--- src/rtl/fetch_stage_pkg.sv ---
// Shared fetch/decode definitions: opcode field, NOP word, immediate-opcode
// mask default and the fetch FSM state encoding.
package fetch_stage_pkg;

    localparam int OPC_HI = 15;
    localparam int OPC_LO = 12;

    localparam logic [15:0] NOP_INSTR       = 16'h0000;
    localparam logic [15:0] IMM_OPCODES_DEF = 16'h1C00;

    typedef enum logic [1:0] {
        VEC_LO,
        VEC_HI,
        RUN
    } fetchState_t;

    // Opcode nibble of an instruction word
    function automatic logic [3:0] opcodeOf(input logic [15:0] word);
        return word[OPC_HI:OPC_LO];
    endfunction

endpackage

--- src/rtl/fetch_stage_if_id_reg.sv ---
// IF/ID pipeline register: load a fetched word, hold it, or insert a bubble.
module if_id_reg
    import fetch_stage_pkg::*;
#(
    parameter int PC_W = 32
) (
    input  logic            clk,
    input  logic            reset,
    input  logic            load,
    input  logic            bubble,
    input  logic [15:0]     instrIn,
    input  logic [PC_W-1:0] pcIn,
    input  logic            immIn,
    output logic [15:0]     instr,
    output logic [PC_W-1:0] pc,
    output logic            valid,
    output logic            imm
);

    // Bubble wins over load; neither means hold (stall)
    always_ff @(posedge clk or posedge reset) begin
        if (reset) begin
            instr <= NOP_INSTR;
            pc    <= '0;
            valid <= 1'b0;
            imm   <= 1'b0;
        end else if (bubble) begin
            instr <= NOP_INSTR;
            pc    <= '0;
            valid <= 1'b0;
            imm   <= 1'b0;
        end else if (load) begin
            instr <= instrIn;
            pc    <= pcIn;
            valid <= 1'b1;
            imm   <= immIn;
        end
    end

endmodule

--- src/rtl/fetch_stage.sv ---
// Instruction fetch: two-cycle reset-vector load, then one word per cycle,
// with stall/redirect handling and tagging of immediate words for decode.
module fetch_stage
    import fetch_stage_pkg::*;
#(
    parameter int          PC_W        = 32,
    parameter logic [15:0] IMM_OPCODES = IMM_OPCODES_DEF
) (
    input  logic            clk,
    input  logic            reset,
    output logic [PC_W-1:0] imem_addr,
    input  logic [15:0]     imem_data,
    input  logic            stall,
    input  logic            redirect_valid,
    input  logic [PC_W-1:0] redirect_pc,
    output logic [15:0]     if_id_instr,
    output logic [PC_W-1:0] if_id_pc,
    output logic            if_id_valid,
    output logic            if_id_imm
);

    fetchState_t     state;
    logic [PC_W-1:0] pc;
    logic            immPending;
    logic            inRun;
    logic            load;
    logic            bubble;

    assign inRun  = (state == RUN);
    // Redirect overrides stall; the vector states keep IF/ID empty
    assign bubble = !inRun || redirect_valid;
    assign load   = inRun && !redirect_valid && !stall;

    // Memory address: vector words 0/1 during load, pc afterwards
    always_comb begin
        imem_addr = pc;
        case (state)
            VEC_LO:  imem_addr = '0;
            VEC_HI:  imem_addr = PC_W'(1);
            default: imem_addr = pc;
        endcase
    end

    // Fetch FSM, PC and pending-immediate tag
    always_ff @(posedge clk or posedge reset) begin
        if (reset) begin
            state      <= VEC_LO;
            pc         <= '0;
            immPending <= 1'b0;
        end else begin
            case (state)
                VEC_LO: begin
                    pc    <= PC_W'(imem_data);
                    state <= VEC_HI;
                end
                VEC_HI: begin
                    pc    <= PC_W'({imem_data, pc[15:0]});
                    state <= RUN;
                end
                RUN: begin
                    if (redirect_valid) begin
                        pc         <= redirect_pc;
                        immPending <= 1'b0;
                    end else if (!stall) begin
                        pc         <= pc + PC_W'(1);
                        // an immediate word never arms the tag, so data is not chained
                        immPending <= !immPending && IMM_OPCODES[opcodeOf(imem_data)];
                    end
                end
                default: state <= VEC_LO;
            endcase
        end
    end

    if_id_reg #(.PC_W(PC_W)) uIfId (
        .clk     (clk),
        .reset   (reset),
        .load    (load),
        .bubble  (bubble),
        .instrIn (imem_data),
        .pcIn    (pc),
        .immIn   (immPending),
        .instr   (if_id_instr),
        .pc      (if_id_pc),
        .valid   (if_id_valid),
        .imm     (if_id_imm)
    );

endmodule

--- config.mk ---
export PLATFORM = sky130hd
export DESIGN_NAME = fetch_stage
export DESIGN_NICKNAME = d
export VERILOG_FILES = /design/src/rtl/fetch_stage_pkg.sv /design/src/rtl/fetch_stage_if_id_reg.sv /design/src/rtl/fetch_stage.sv
export SDC_FILE = /design/constraint.sdc
export NUM_CORES = 1
export LEC_CHECK = 0
export BUFFER_PORTS_ARGS = -buffer_cell sky130_fd_sc_hd__buf_2
export CAP_MARGIN = 10
export CORE_MARGIN = 8
export CORE_UTILIZATION = 40
export CTS_CLUSTER_SIZE = 14
export DETAILED_ROUTE_END_ITERATION = 7
export GPL_TIMING_DRIVEN = 0
export HOLD_SLACK_MARGIN = 0.1
export PLACE_DENSITY_LB_ADDON = 0.05
export SLEW_MARGIN = 20
export SYNTH_ARGS = -nofsm -noshare
export SYNTH_HDL_FRONTEND = slang
export SYNTH_SLANG_ARGS = --single-unit
--- constraint.sdc ---
create_clock -name clk -period 8.4 [get_ports clk]
set_input_delay 1.68 -clock clk [delete_from_list [all_inputs] [get_ports clk]]
set_output_delay 1.68 -clock clk [all_outputs]
set_load 0.02 [all_outputs]
==> impl_metrics.tcl, run 1 <==
set metrics [dict create \
    hpwlAfterDp_um 13000 \
    synth_fp_nets 589 \
    h-tree-depth 3 \
    syn_avg_cell_area_um2 9.29 \
    grt_pass1_wl_um 27200 \
    cts_resized 0 \
    gr-usage-all-layers 0.216 \
    cts_num_sinks 85 \
    setup_viol 0 \
    synth-edff-count 0 \
    wl_per_cell_um 21.0 \
    routed_wl_um 17400 \
    r2r_cells 8 \
    die_h_um 127 \
    endpoint_kind "primary output" \
    drt-pass1-iter-count 5 \
    holdPathEnd "uIfId.pc[28]" \
    yosys.area.top_type "dfrtp_1" \
    post-route-drc-count 0 \
    startpoint "state[1]" \
    ys_warn_count 0 \
    gp_congestion 0.931 \
    grt_pass1_vias 4888 \
    critPathRequiredTime_ps 6720 \
    drt_iter0_markers 380 \
    antennaDiodeCount 0 \
    clock.fmax_mhz 268 \
    io_pins 134 \
    hold_path_depth 2 \
    startpoint_type "flip-flop" \
    multi_input_area_um2 2600 \
    ys_seq_area_frac 0.432 \
    mostFrequentLayoutCells "buf_2 (139), dfrtp_1 (85), nor2_1 (76)" \
    r2r-end "pc[24]" \
    hold_buffers 0 \
    antenna_found_initial 0 \
    cts_max_path_buffers 2 \
    power.density_nw_per_um2 193 \
    post_cts_buffers 0 \
    fin_setup_tns_ps 0 \
    critical_path_arrival_ps 2050 \
    synth-seq-cells 85 \
    cts_made_buffers 9 \
    viasPerCell 5.73 \
    netlist_area_um2 4920 \
    outcome "finished clean" \
    worst_slack_ps 4670 \
    worstMarginPinSlew_ps 852 \
    fin_skew_ps 7.18 \
    cts_root_buf "clkbuf_16" \
    synth.distinct_cells 56 \
    synth_async_sr_flop_share 1.00 \
    cts_tree "yes" \
    rows 40 \
    drtAntennaViolNets 0 \
    min_period_ps 3730 \
    area_growth_syn_to_layout_pct 24.2 \
    pre_cts_ws_ps 4710 \
    final_layout_size_suffix_gt1_frac 0.257 \
    overflow 0 \
    crit_path_max_fanout 10 \
    synthTopCellsByArea "dfrtp_1 (43%), mux2i_1 (10%), nor2_1 (5.8%), and2_1 (3.7%), nand2_1 (3.0%)" \
    cellLeakagePower_uw 0.00301 \
    nFillCells 1187 \
    hp-class "reg -> reg" \
    cap_violations 0 \
    final_nets 734 \
    synth-main-ff-cell "dfrtp_1" \
    layout_commonest_cell "buf_2" \
    reg2reg_slack_ps 4980 \
    clk_pin_slew_ps 70 \
    ir_drop_mv 0.123 \
    die-area_um2 16100 \
    finalHoldViolCount 0 \
    ff_latch_area_um2 2130 \
    hp-start "uIfId.pc[28]" \
    fin_crit_sh 0.445 \
    rsz0062_at_grt "no" \
    initial_core_util 0.410 \
    slew_violations 0 \
    vias 4739 \
    core_um2 12000 \
    port_buffers 133 \
    synth_top_area_frac 0.432 \
    dieWidth_um 127 \
    maxSlewHeadroom 0.432 \
    synthCells 530 \
    clock_latency_ps 350 \
    grt_max_degree 49 \
    reg2reg_from "state[1]" \
    critPathKind "reg -> out" \
]
## stage by stage
stage | hold WS (ps) | instances | cell area, µm² | utilization | power [µW]
after global routing | 542 | 827 | 6110 | 0.509 | 1240
after global placement | 496 | 810 | 5770 | 0.481 | 763
final | 515 | 827 | 6110 | 0.509 | 1180
after floorplan | 501 | 530 | 4920 | - | 666
after CTS | 517 | 827 | 6110 | 0.509 | 1190
after detailed placement | 507 | 811 | 5800 | 0.483 | 770
## routing by layer
layer	up-vias	GRT usage	part of all wire
met5	-	0	0
met4	0	0.0581	0.013
met3	14	0.0507	0.074
met2	195	0.332	0.45
met1	2352	0.296	0.46
li1	2178	-	-
## worst max path at each step
stage,endpoint,slack (ps)
floorplan,immPending,4530
global placement,uIfId.pc[1],3320
detailed placement,uIfId.instr[6],4710
CTS,imem_addr[0],4670
global route,imem_addr[0],4530
finish,imem_addr[26],4670
## worst max-delay path: stages, from the launching register on
cell and delay (ps):
dfrtp_1 390, clkbuf_1 460, inv_1 400, nor2_1 250, buf_2 200
## Yosys cell counts (all sizes together) (7+ instances only)
| cell type | number |
|---|---|
| nand2 | 40 |
| nor3 | 8 |
| mux2i | 51 |
| buf | 11 |
| o21ai | 29 |
| inv | 15 |
| nand3 | 18 |
| and2 | 29 |
| nand4 | 12 |
| xor2 | 8 |
| nor3b | 9 |
| xnor2 | 7 |
| o311ai | 8 |
| clkbuf | 23 |
| dfrtp | 85 |
| nor4 | 7 |
| a21oi | 20 |
| nor2 | 78 |
| ha | 7 |
| a22o | 7 |
## layout make-up
type,count,area share
well taps,147,0.0301
multi-input cells,396,0.426
clock inverters,5,0.00942
clock buffers,11,0.0414
inverters,15,0.00962
plain buffers,34,0.0221
repair buffers,134,0.113
flip-flops and latches,85,0.348
## registers in the layout, summed over array words and instances (netlist names)
register and count:
uIfId.imm 1, uIfId.pc 32, uIfId.valid 1, uIfId.instr 16
pc 32, state 2, immPending 1
## kinds of logic after synthesis
| family | synth area share |
|---|---|
| DFF | 0.432 |
| and+or+nand+nor | 0.227 |
| adders and majority gates | 0.0178 |
| AOI/OAI and AO/OA | 0.147 |
| muxes | 0.111 |
| buffers and inverters | 0.0389 |
| xor gates and xnor gates | 0.0267 |
## where the power goes
part           total (µW)  switching (µW)  internal, µW
Combinational         271             169           102
Clock                 419             172           247
Sequential            490            43.1           447
Total                1180             384           797
(Power assumes the default switching activity.)
==> run 2: changes to the inputs <==
Settings changed: ABC_AREA from default to 1.
Clock period 8.4 ns to 3.81 ns, I/O delays scaled along.
==> impl_metrics.tcl, run 2 <==
set metrics [dict create \
    outcome "finished clean" \
    slew_violations 0 \
    dieWidth_um 129 \
    critical_path_arrival_ps 1940 \
    r2r_cells 8 \
    final_nets 971 \
    overflow 0 \
    die_h_um 129 \
    hold_buffers 0 \
    min_period_ps 2710 \
    setup_viol 0 \
    post-route-drc-count 0 \
    io_pins 134 \
    port_buffers 132 \
    cts_root_buf "clkbuf_16" \
    yosys.area_share.simple 0.365 \
    rows 41 \
    viasPerCell 5.00 \
    synth_common_cells "nand2_1 (286), nor2_1 (108), dfrtp_1 (85)" \
    critPathRequiredTime_ps 3050 \
    synth_top_family_by_area "simple AND/OR/NAND/NOR gates" \
    fin_skew_ps 5.80 \
    routed_wl_um 18300 \
    netlist_area_um2 5130 \
    synth_fp_nets 827 \
    cts_resized 0 \
    crit_path_max_fanout 10 \
    synth_top_area_frac 0.415 \
    ys_warn_count 0 \
    ys_seq_area_frac 0.415 \
    endpoint_kind "primary output" \
    synth-edff-count 0 \
    synth_async_sr_flop_share 1.00 \
    final_layout_size_suffix_gt1_frac 0.189 \
    vias 5442 \
    grt_max_degree 48 \
    clock.fmax_mhz 369 \
    synth_compound_area_frac 0.101 \
    post_cts_buffers 0 \
    clk_pin_slew_ps 60 \
    layout_commonest_cell "nand2_1" \
    startpoint_type "flip-flop" \
    rsz0062_at_grt "no" \
    die-area_um2 16700 \
    drt_iter0_markers 359 \
    reg2reg_from "state[1]" \
    gp_congestion 0.903 \
    cap_violations 0 \
    cellLeakagePower_uw 0.00355 \
    synth-seq-cells 85 \
    synth.distinct_cells 27 \
    r2r-end "pc[7]" \
    core_um2 12600 \
    biggestRegsByFlops "pc x32, uIfId.pc x32, uIfId.instr x16" \
    power.density_nw_per_um2 447 \
    synthTopCellsByArea "dfrtp_1 (41%), nand2_1 (21%), nor2_1 (7.9%), inv_1 (5.7%), o21ai_0 (5.6%)" \
    yosys.area.top_type "dfrtp_1" \
    grt_pass1_wl_um 28300 \
    gr-usage-all-layers 0.221 \
    cts_tree "yes" \
    final_core_util 0.509 \
    grt_pass1_vias 5278 \
    place_area_um2 6030 \
    area_growth_syn_to_layout_pct 24.7 \
    critPathKind "reg -> out" \
    maxSlewHeadroom 0.477 \
    hpwlAfterDp_um 14200 \
    cts_num_sinks 85 \
    p_total_uw 2860 \
    clock_latency_ps 340 \
    reg2reg_slack_ps 1460 \
    synth-main-ff-cell "dfrtp_1" \
    antennaDiodeCount 0 \
    wl_per_cell_um 16.8 \
    mostFrequentLayoutCells "nand2_1 (286), buf_2 (141), nor2_1 (108)" \
    ir_drop_mv 0.202 \
    yosysMostFrequentCell "nand2_1" \
    hp-class "in -> async" \
    slowest_delay_ps 570 \
    fin_crit_sh 0.710 \
    muxShareOfSynthArea 0 \
    synth-xor-area-share 0.0102 \
    drt-pass1-iter-count 5 \
    syn_avg_cell_area_um2 6.68 \
    antenna_found_initial 0 \
    synthAdderAreaFrac 0.0171 \
    crit_top_cell "clkbuf_1" \
    slowest_stage "clkbuf_1" \
    final_cell_area_um2 6390 \
    h-tree-depth 3 \
    worstMarginPinSlew_ps 784 \
    cts_max_path_buffers 2 \
    finalHoldViolCount 0 \
    drtAntennaViolNets 0 \
    synthCells 768 \
    crit_chain "clkbuf_1 -> clkbuf_1 -> nand2_1 -> inv_1 -> buf_2" \
    cts_made_buffers 9 \
    initial_core_util 0.408 \
]
run 2: changes by cell type after synthesis, moves of 9 or more:
cell	change
o21ai_0	+28
mux2i_1	-51
nor3b_1	-9
nand2_1	+247
nor2_1	+32
inv_1	+64
nand3_1	+35
and2_1	-28
a22oi_1	+10
run 2: how the worst max path moves through the flow:
stage               startpoint             to  slack [ps]  depth (start not counted)
global placement         reset   uIfId.pc[20]        -360                          2
CTS                   state[1]  imem_addr[31]        1070                          5
floorplan                reset     immPending         850                          1
global route          state[1]  imem_addr[31]         970                          5
detailed placement    state[1]  imem_addr[31]        1430                          5
finish                state[1]  imem_addr[31]        1100                          5
run 2: worst max-delay path, delay by kind of cell (launching register included):
family	cells	cell delay, ps
and+or+nand+nor	1	130
DFF	1	370
buffers and inverters	4	1090
run 2: report_power, final:
part           switching, µW  internal, µW
Clock                    373           696
Sequential              97.4          1000
Combinational            468           220
run 2: cells by family after synthesis:
family,after synthesis
compound gates,95
xor+xnor,6
fa+ha+maj,7
buf+inv,116
flops,85
simple gates,459
run 2: per-layer routing:
| metal | global-route usage | share of wire |
|---|---|---|
| met5 | 0 | 0 |
| met4 | 0.0677 | 0.017 |
| met3 | 0.0460 | 0.074 |
| met2 | 0.356 | 0.46 |
| met1 | 0.292 | 0.45 |
run 2: cell type report:
type / instances / area (µm²)
plain buffers: 35 / 165
clock buffers: 13 / 270
clock inverters: 3 / 90.1
fillers: 1334 / 6170
inverters: 81 / 307
multi-input cells: 567 / 2530
flip-flops and latches: 85 / 2130
well taps: 172 / 215
repair buffers: 133 / 688
run 2: metrics by stage:
| stage | std cells | hold slack (ps) | TNS, ps | setup WS, ps |
|---|---|---|---|---|
| 2_1_floorplan | 768 | 492 | 0 | 855 |
| 3_3_place_gp | 1072 | 457 | -30030 | -362 |
| 3_5_place_dp | 1073 | 460 | 0 | 1430 |
| 4_1_cts | 1089 | 477 | 0 | 1070 |
| 5_1_grt | 1089 | 503 | 0 | 972 |
| 6_report | 1089 | 464 | 0 | 1100 |
==> run 3: changes to the inputs <==
Settings changed: ABC_AREA 1 to 0.
Clock period 3.81 ns to 2.4 ns, I/O delays scaled along.
==> impl_metrics.tcl, run 3 (synthesis results as in run 1) <==
set metrics [dict create \
    grt_pass1_vias 4852 \
    routed_wl_um 17500 \
    critical-path-top-delay-family "compound AO/OA/AOI/OAI gates" \
    io_pins 134 \
    critPathRequiredTime_ps 2600 \
    gr-usage-all-layers 0.217 \
    power.density_nw_per_um2 650 \
    cts_max_path_buffers 2 \
    p_clk_frac 0.338 \
    p_total_uw 4080 \
    holdPathEnd "pc[27]" \
    h-tree-depth 3 \
    crit_chain "inv_1 -> ha_1 -> nor2b_1 -> clkbuf_2 -> a21oi_2 -> nand2_1 -> o311ai_2 -> o311ai_2" \
    die_h_um 127 \
    ir_drop_mv 0.315 \
    final_layout_size_suffix_gt1_frac 0.290 \
    hold_path_depth 3 \
    grt_pass1_wl_um 27500 \
    viasPerCell 5.65 \
    clk_pin_slew_ps 60 \
    reg2reg_from "state[0]" \
    drt-pass1-iter-count 4 \
    outcome "finished clean" \
    cellLeakagePower_uw 0.00305 \
    grt_max_degree 32 \
    hp-class "in -> reg" \
    setup_viol 0 \
    slowest_delay_ps 420 \
    final_nets 744 \
    r2r_cells 8 \
    biggestRegsByFlops "pc x32, uIfId.pc x32, uIfId.instr x16" \
    mostFrequentLayoutCells "buf_2 (141), dfrtp_1 (83), nor2_1 (76)" \
    reg2reg_slack_ps 120 \
    switching_power_uw 1340 \
    dieWidth_um 127 \
    p_sw_frac 0.328 \
    drtAntennaViolNets 0 \
    fin_crit_sh 0.950 \
    p_int_uw 2740 \
    maxSlewHeadroom 0.391 \
    crit_top_cell "o311ai_2" \
    nFillCells 1185 \
    wl_per_cell_um 21.0 \
    startpoint_type "flip-flop" \
    area_growth_syn_to_layout_pct 27.4 \
    post-route-drc-count 0 \
    cts_root_buf "clkbuf_16" \
    clock.fmax_mhz 438 \
    hpwlAfterDp_um 13100 \
    r2r-end "pc[24]" \
    antenna_found_initial 0 \
    clock_latency_ps 350 \
    overflow 0 \
    path_buf_inv 2 \
    rows 40 \
    gp_congestion 0.910 \
    cts_num_sinks 85 \
    slowest_stage "dfrtp_1" \
    drt_iter0_markers 295 \
    crit_path_max_fanout 8 \
    critPathKind "reg -> reg" \
    final_cells 836 \
    layout_commonest_cell "buf_2" \
    worstMarginPinSlew_ps 914 \
    antennaDiodeCount 0 \
    cts_made_buffers 9 \
    p_comb_frac 0.240 \
    core_um2 12000 \
    port_buffers 133 \
    finalHoldViolCount 0 \
    initial_core_util 0.410 \
    cap_violations 0 \
    fin_skew_ps 8.76 \
    place_inst 813 \
    cts_tree "yes" \
    vias 4726 \
    die-area_um2 16100 \
    critical_path_arrival_ps 2480 \
    endpoint_kind "flip-flop" \
    min_period_ps 2280 \
    pre_cts_ws_ps -933 \
    worst_slack_ps 119 \
    slew_violations 0 \
    hp-start "redirect_pc[27]" \
    hold_ws_ps 387 \
    pwr-share-seq 0.422 \
]
## run 3: layout make-up
cell class                 count  area (µm²)  area share
buffer                        32         143      0.0227
clock buffer                  11         233      0.0371
clock inverter                 4        50.0     0.00798
inverter                      15        63.8      0.0102
multi-input combinational    396        2670       0.425
sequential                    85        2130       0.340
tap                          147         184      0.0293
timing repair buffer         146         803       0.128
## run 3: what timing repair did
item | CTS | global route
setup endpoints to repair | 48 | 37
hold buffers | 1 | 0
pin swaps | 4 | 4
hold endpoints to repair | 2 | 0
buffers inserted | 4 | 5
gates resized for setup | 10 | 18
## run 3: how the worst max path moves through the flow
stage	startpoint	to	slack (ps)	cells past startpoint
6_report	state[0]	pc[24]	120	8
5_1_grt	state[0]	pc[24]	-4	8
4_1_cts	state[0]	pc[11]	20	9
3_5_place_dp	state[1]	pc[24]	-930	8
3_3_place_gp	state[1]	pc[24]	-920	8
2_1_floorplan	state[1]	pc[24]	180	8
## run 3: power by group through the flow
stage / combinational (µW) / clock, µW / sequential (µW)
finish: 979 / 1380 / 1720
detailed placement: 962 / 0 / 1740
floorplan: 557 / 0 / 1770
CTS: 973 / 1410 / 1710
global placement: 938 / 0 / 1730
global route: 1070 / 1460 / 1740
## run 3: worst reg2reg max path, stage by stage (launching register included)
cell      delay (ps)
dfrtp_1          420
inv_1            120
ha_1             250
nor2b_1          140
clkbuf_2         220
a21oi_2          390
nand2_1          280
o311ai_2         170
o311ai_2         160
## run 3: metrics by stage
stage / setup TNS (ps) / utilization / instance area [µm²]
final: 0 / 0.522 / 6270
after global routing: -3.79 / 0.522 / 6270
after CTS: 0 / 0.515 / 6180
after detailed placement: -19590 / 0.486 / 5840
after global placement: -18620 / 0.481 / 5780
after floorplan: 0 / - / 4930
## run 3: metal layers
metal  vias to the layer above  track usage  routed length (µm)  share of wire
met2                       180        0.340                8100           0.46
li1                       2200            -                   -              -
met4                         0       0.0616                 259          0.015
met1                      2327        0.294                7920           0.45
met3                        19       0.0486                1240          0.071
met5                         -            0                   0              0
